--- config.mk ---
export PLATFORM = sky130hd
export DESIGN_NAME = clock_timekeeper
export DESIGN_NICKNAME = d
export VERILOG_FILES = /design/src/rtl/digiclock_pkg.sv /design/src/rtl/bcd_mod_counter.sv /design/src/rtl/clock_timekeeper.sv
export SDC_FILE = /design/constraint.sdc
export NUM_CORES = 1
export LEC_CHECK = 0
export CAP_MARGIN = 40
export CORE_ASPECT_RATIO = 0.5
export CORE_UTILIZATION = 30
export DETAILED_ROUTE_END_ITERATION = 16
export DONT_BUFFER_PORTS = 1
export SYNTH_ARGS = -nofsm -noshare
export SYNTH_HDL_FRONTEND = slang
export SYNTH_SLANG_ARGS = --single-unit
--- constraint.sdc ---
create_clock -name clkin -period 2.6 [get_ports clkin]
set_clock_uncertainty 0.15 [all_clocks]
set_input_delay 0.39 -clock clkin [delete_from_list [all_inputs] [get_ports clkin]]
set_output_delay 0.39 -clock clkin [all_outputs]
set_load 0.02 [all_outputs]
--- src/rtl/digiclock_pkg.sv ---
// Shared constants, mode encoding and BCD helpers for the digital clock.
package digiclock_pkg;

    localparam int unsigned TICKS_PER_SEC_DEF = 1000;

    typedef enum logic [1:0] {
        MODE_RUN     = 2'b00,
        MODE_SET_HR  = 2'b01,
        MODE_SET_MIN = 2'b10
    } mode_e;

    localparam logic [7:0] SEC_MAX  = 8'h59;
    localparam logic [7:0] MIN_MAX  = 8'h59;
    localparam logic [7:0] HOUR_MAX = 8'h23;
    localparam logic [7:0] HOUR_PM  = 8'h12;

    // Two-digit BCD increment, wrapping to 00 after max_val.
    function automatic logic [7:0] bcd_next(input logic [7:0] val, input logic [7:0] max_val);
        logic [7:0] nxt;
        if (val == max_val) begin
            nxt = 8'h00;
        end else if (val[3:0] == 4'd9) begin
            nxt = {val[7:4] + 4'd1, 4'd0};
        end else begin
            nxt = {val[7:4], val[3:0] + 4'd1};
        end
        return nxt;
    endfunction

    // 24-hour BCD to 12-hour BCD (00 -> 12, 13..23 -> 01..11).
    function automatic logic [7:0] to_12h(input logic [7:0] h24);
        logic [4:0] bin;
        bin = 5'(h24[7:4]) * 5'd10 + 5'(h24[3:0]);
        if (bin == 5'd0) begin
            bin = 5'd12;
        end else if (bin > 5'd12) begin
            bin = bin - 5'd12;
        end
        return {4'(bin / 5'd10), 4'(bin % 5'd10)};
    endfunction

endpackage

--- src/rtl/bcd_mod_counter.sv ---
// Two-digit BCD modulo counter; carry flags the wrap from MAX to 00.
module bcd_mod_counter
    import digiclock_pkg::*;
#(
    parameter logic [7:0] MAX = 8'h59
) (
    input  logic       clkin,
    input  logic       rst_N,
    input  logic       inc,
    input  logic       clr,
    output logic [7:0] value,
    output logic       carry
);

    assign carry = inc && !clr && (value == MAX);

    always_ff @(posedge clkin or negedge rst_N) begin
        if (!rst_N) begin
            value <= 8'h00;
        end else if (clr) begin
            value <= 8'h00;
        end else if (inc) begin
            value <= bcd_next(value, MAX);
        end
    end

endmodule

--- src/rtl/clock_timekeeper.sv ---
// Timekeeping stage: counts 1 kHz ticks into BCD hh:mm:ss with key-driven setting.
// Optional 12-hour display with PM flag when TIMEKEEPER_12H_EN is defined.
module clock_timekeeper
    import digiclock_pkg::*;
#(
    parameter int unsigned TICKS_PER_SEC = TICKS_PER_SEC_DEF,
    parameter int unsigned SYNC_STAGES   = 2
) (
    input  logic       clkin,
    input  logic       rst_N,
    input  logic       tick_in,
    input  logic       key_mode,
    input  logic       key_inc,
    output logic [7:0] hour_bcd,
    output logic [7:0] min_bcd,
    output logic [7:0] sec_bcd,
    output logic [1:0] set_mode,
    output logic       sec_pulse,
    output logic       pm
);

    localparam int unsigned MS_W = $clog2(TICKS_PER_SEC);
    localparam logic [MS_W-1:0] MS_LAST = MS_W'(TICKS_PER_SEC - 1);
    localparam int unsigned N_IN = 3;

    logic [N_IN-1:0]                  raw;
    logic [N_IN-1:0][SYNC_STAGES-1:0] sync_q;
    logic [N_IN-1:0]                  hist_q;
    logic [N_IN-1:0]                  pulse_q;
    logic                             tick_p, mode_p, inc_p;

    mode_e           state_q, state_nxt;
    logic [MS_W-1:0] ms_q;
    logic            run_tick_c, sec_inc_c, sec_clr_c, min_set_c, hr_set_c;
    logic            min_inc_c, hr_inc_c;
    logic            sec_carry, min_carry, hour_carry_unused;
    logic [7:0]      hour_q;

    assign raw = {key_inc, key_mode, tick_in};

    // Synchronize each raw input, then register a one-cycle rising-edge pulse.
    always_ff @(posedge clkin or negedge rst_N) begin
        if (!rst_N) begin
            sync_q  <= '0;
            hist_q  <= '0;
            pulse_q <= '0;
        end else begin
            for (int i = 0; i < int'(N_IN); i++) begin
                sync_q[i]  <= {sync_q[i][SYNC_STAGES-2:0], raw[i]};
                hist_q[i]  <= sync_q[i][SYNC_STAGES-1];
                pulse_q[i] <= sync_q[i][SYNC_STAGES-1] & ~hist_q[i];
            end
        end
    end

    assign tick_p = pulse_q[0];
    assign mode_p = pulse_q[1];
    assign inc_p  = pulse_q[2];

    always_ff @(posedge clkin or negedge rst_N) begin
        if (!rst_N) begin
            state_q <= MODE_RUN;
        end else begin
            state_q <= state_nxt;
        end
    end

    always_comb begin
        state_nxt = state_q;
        if (mode_p) begin
            case (state_q)
                MODE_RUN:     state_nxt = MODE_SET_HR;
                MODE_SET_HR:  state_nxt = MODE_SET_MIN;
                MODE_SET_MIN: state_nxt = MODE_RUN;
                default:      state_nxt = MODE_RUN;
            endcase
        end
    end

    // A mode pulse always wins: it suppresses a coincident tick or increment.
    always_comb begin
        run_tick_c = 1'b0;
        sec_clr_c  = 1'b0;
        min_set_c  = 1'b0;
        hr_set_c   = 1'b0;
        case (state_q)
            MODE_RUN:     run_tick_c = tick_p && !mode_p;
            MODE_SET_HR:  hr_set_c   = inc_p && !mode_p;
            MODE_SET_MIN: begin
                min_set_c = inc_p && !mode_p;
                sec_clr_c = mode_p;
            end
            default: ;
        endcase
        sec_inc_c = run_tick_c && (ms_q == MS_LAST);
        min_inc_c = sec_carry || min_set_c;
        hr_inc_c  = (sec_carry && min_carry) || hr_set_c;
    end

    always_ff @(posedge clkin or negedge rst_N) begin
        if (!rst_N) begin
            ms_q      <= '0;
            sec_pulse <= 1'b0;
        end else begin
            sec_pulse <= sec_inc_c;
            if (sec_clr_c) begin
                ms_q <= '0;
            end else if (run_tick_c) begin
                ms_q <= (ms_q == MS_LAST) ? '0 : ms_q + MS_W'(1);
            end
        end
    end

    bcd_mod_counter #(.MAX(SEC_MAX)) u_sec (
        .clkin (clkin),
        .rst_N (rst_N),
        .inc   (sec_inc_c),
        .clr   (sec_clr_c),
        .value (sec_bcd),
        .carry (sec_carry)
    );

    bcd_mod_counter #(.MAX(MIN_MAX)) u_min (
        .clkin (clkin),
        .rst_N (rst_N),
        .inc   (min_inc_c),
        .clr   (1'b0),
        .value (min_bcd),
        .carry (min_carry)
    );

    bcd_mod_counter #(.MAX(HOUR_MAX)) u_hour (
        .clkin (clkin),
        .rst_N (rst_N),
        .inc   (hr_inc_c),
        .clr   (1'b0),
        .value (hour_q),
        .carry (hour_carry_unused)
    );

    assign set_mode = state_q;

`ifdef TIMEKEEPER_12H_EN
    logic [7:0] hour_nxt_c;

    assign hour_nxt_c = hr_inc_c ? bcd_next(hour_q, HOUR_MAX) : hour_q;

    // Display tracks the hour counter's next value so it moves on the same edge.
    always_ff @(posedge clkin or negedge rst_N) begin
        if (!rst_N) begin
            hour_bcd <= 8'h00;
            pm       <= 1'b0;
        end else begin
            hour_bcd <= to_12h(hour_nxt_c);
            pm       <= (hour_nxt_c >= HOUR_PM);
        end
    end
`else
    assign hour_bcd = hour_q;
    assign pm       = 1'b0;
`endif

endmodule

==> flow_summary.yaml <==
yosys:
  synthSimpleGateAreaFrac_pct: 22.5
  synthFlopType: "dfrtp_1"
  syn-num-nets: 246
  seq_area_frac_synth_pct: 51.4
  synth_top_family_by_area: "simple AND/OR/NAND/NOR gates"
  synth_cell_types: 48
  synth_xor_area_share_pct: 2.94
  ys_async_sr_fraction_pct: 100
  synth_mux_area_share_pct: 1.84
  synth_compound_area_share_pct: 11.3
  syn_area_per_cell_um2: 10.5
  synthAdderAreaFrac_pct: 6.82
  syn-cell-area_um2: 2380
  ys_warn_count: 0
  ys_ff_latch: 49
  syn-instance-count: 228
  synth-edff-count: 0
final_layout:
  final_cells: 354
  antenna_cells: 0
  area_delta_synth_final_pct: 17.0
  fin_util_pct: 37.1
  layout-drive-gt1-share_pct: 12.6
  final_nets: 263
clocking:
  cts_sinks: 49
  insertion_delay_ns: 0.29
  cts_resized: 0
  htree_levels: 2
  cts_setup_buffers: 0
  cts-root-buf: "clkbuf_16"
  cts_tree: "yes"
  cts_buffers: 5
  path_clk_slew_ns: 0.07
  cts.path.max_buffers: 2
worst_setup_path:
  critPathBufInv: 2
  critPathKind: "register to register"
  path_cells: "inv_1, and2_2, nand3_4, clkinv_4, a41oi_2, nor3_1, a211o_1"
  cp_max_fo: 14
  slowest_delay_ns: 0.52
  critPathLaunchType: "register"
  cp_data_arrival_time_ns: 2.32
  path_delay_family: "compound AO/OA/AOI/OAI gates"
  cp-end-kind: "register"
  critical_path_required_ns: 2.63
  cp_slowest_cell: "dfrtp_1"
die:
  die_h_um: 65.0
  die-area_um2: 8330
  die_w_um: 128
  design.core.area_um2: 7510
  num_rows: 22
  start_util_pct: 31.7
  num_io_pins: 33
sta:
  hold_violations: 0
  fin_crit_ns: 2.29
  rsz0062_at_grt: "no"
  tns_ns: 0
  finalSetupViolations: 0
  relSlewSlack_pct: 56.2
  finalCritPeriodShare_pct: 88.2
  fmax_ghz: 0.436
  holdWs_ns: 0.200
  final-max-slew-violation-count: 0
  tightest_slew_ns: 0.657
pwr:
  power_density_nw_per_um2: 683
  peakVddDrop_mv: 0.271
  power.leakage_uw: 0.00122
place:
  place.gp.congestion: 0.826
  io_buffers: 0
  dp.cells: 341
  dpl.hpwl_mm: 3.23
grt:
  grt_max_degree: 50
  grt_antenna_before_repair: 0
  gr-total-overflow: 0
  grt_pass1_wl_mm: 8.02
  track_usage_pct: 12.4
  grt_pass1_vias: 1654
route:
  routed_wl_mm: 4.68
  vias: 1704
  firstDrtPassIters: 4
  drt.antenna.violating_nets: 0
  via_per_inst: 4.81
  routedWlPerCell_um: 13.2
  drt_iter0_markers: 92
  drc: 0
flow_run:
  cap_violations: 0
worst_hold_path:
  hold_path_class: "register to register"
status:
  status: "finished, final reports clean"
flip-flops by register name (all words and copies together) (netlist names):
name	flops
ms_q	10
u_hour.value	8
u_min.value	8
u_sec.value	8
sync_q	6
hist_q	3
pulse_q	3
set_mode	2
sec_pulse	1
cell usage after synthesis, types with 2 or more instances:
cell	instances	share of area, %
nor2b_1	8	2.1
nor3_1	8	1.7
and2_1	3	0.79
dfrtp_1	49	51
or3_1	6	1.6
and3b_1	4	1.5
buf_2	2	0.42
nand4_1	3	0.79
or4_1	2	0.63
clkbuf_1	3	0.47
o31ai_1	7	2.2
a21oi_1	10	2.1
nor2_1	16	2.5
nand2_1	18	2.8
nand2b_1	4	1.0
o21ai_0	16	3.4
nand3_1	7	1.5
xnor2_1	4	1.5
inv_1	9	1.4
xor2_1	4	1.5
nand4b_1	2	0.74
ha_1	13	6.8
o41ai_1	2	0.74
nor2_2	2	0.52
mux2_2	3	1.4
routing by layer:
layer  track usage (%)  share of wire [%]  up-vias  wire, um
li1                  -                  -      838         -
met1              15.9                 47      824      2190
met2              20.1                 46       34      2140
met4              4.41                1.4        0        64
met3              3.47                6.0        8       282
met5                 0                  0        -         0
final timing paths:
path	endpoint	depth (start not counted)	startpoint	slack (ns)
setup reg to reg	u_hour.value[5]	7	set_mode[0]	0.31
hold / removal	sync_q[5]	0	sync_q[4]	0.20
setup / recovery	u_hour.value[5]	7	set_mode[0]	0.31
hold reg to reg	sync_q[5]	0	sync_q[4]	0.20
max in group asynchronous	sync_q[0]	2	rst_N	1.62
min in group asynchronous	ms_q[2]	2	rst_N	0.47
repair_timing:
action                     4_1_cts  5_1_grt
hold endpoints to repair        52        0
hold buffers                     5        0
setup endpoints to repair        0        0
per-stage QoR:
step,power (uW),instance area [um2],worst slack [ns]
4_1_cts,1930,2790,0.317
3_5_place_dp,1250,2570,0.330
2_1_floorplan,1160,2380,0.420
6_report,1900,2790,0.308
3_3_place_gp,1230,2570,0.359
5_1_grt,2010,2790,0.127
final cells by class:
class	instances	area, um2
tap	108	135
timing repair buffer	16	150
sequential	49	1230
inverter	10	42.5
clock buffer	5	125
multi-input combinational	163	1090
fill	738	4730
clock inverter	3	22.5
cells by family (layout without fill, tap and decap cells):
kind of cell / after synthesis / in the layout
multiplexers: 4 / 4
buffers and inverters: 16 / 34
adder cells (fa/ha/maj): 13 / 13
flip-flops: 49 / 49
other: 1 / 1
AO/OA/AOI/OAI: 43 / 43
XOR/XNOR: 8 / 8
AND/OR/NAND/NOR: 94 / 94
worst register-to-register path: cells and delay by family (launching register included):
family,cells,cell delay [ns]
flip-flops,1,0.52
AND/OR/NAND/NOR,3,0.47
AO/OA/AOI/OAI,2,0.76
buffers and inverters,2,0.28
cell usage in the layout (no fill, tap or decap), drive strengths merged, types with 2 or more instances in the layout:
| cell type | count |
|---|---|
| and3b | 4 |
| clkinvlp | 3 |
| mux2 | 3 |
| nand2b | 4 |
| o31ai | 7 |
| inv | 9 |
| o21ai | 17 |
| and2 | 4 |
| nor2b | 8 |
| dfrtp | 49 |
| nand4b | 2 |
| nand4 | 3 |
| clkbuf | 5 |
| dlygate4sd3 | 4 |
| nand3 | 8 |
| or4b | 2 |
| nor2 | 18 |
| a21oi | 10 |
| nor3b | 2 |
| nand2 | 18 |
| or4 | 2 |
| xnor2 | 4 |
| or3 | 6 |
| buf | 12 |
| nor3 | 8 |
| o41ai | 2 |
| xor2 | 4 |
| ha | 13 |
report_power, final:
part           switching (uW)  internal [uW]  leakage [uW]  total, uW
Sequential                155            844      0.000648        999
Combinational             144            116      0.000510        261
Clock                     288            356     0.0000621        645
Note: power is estimated with default switching activity, not from simulation.
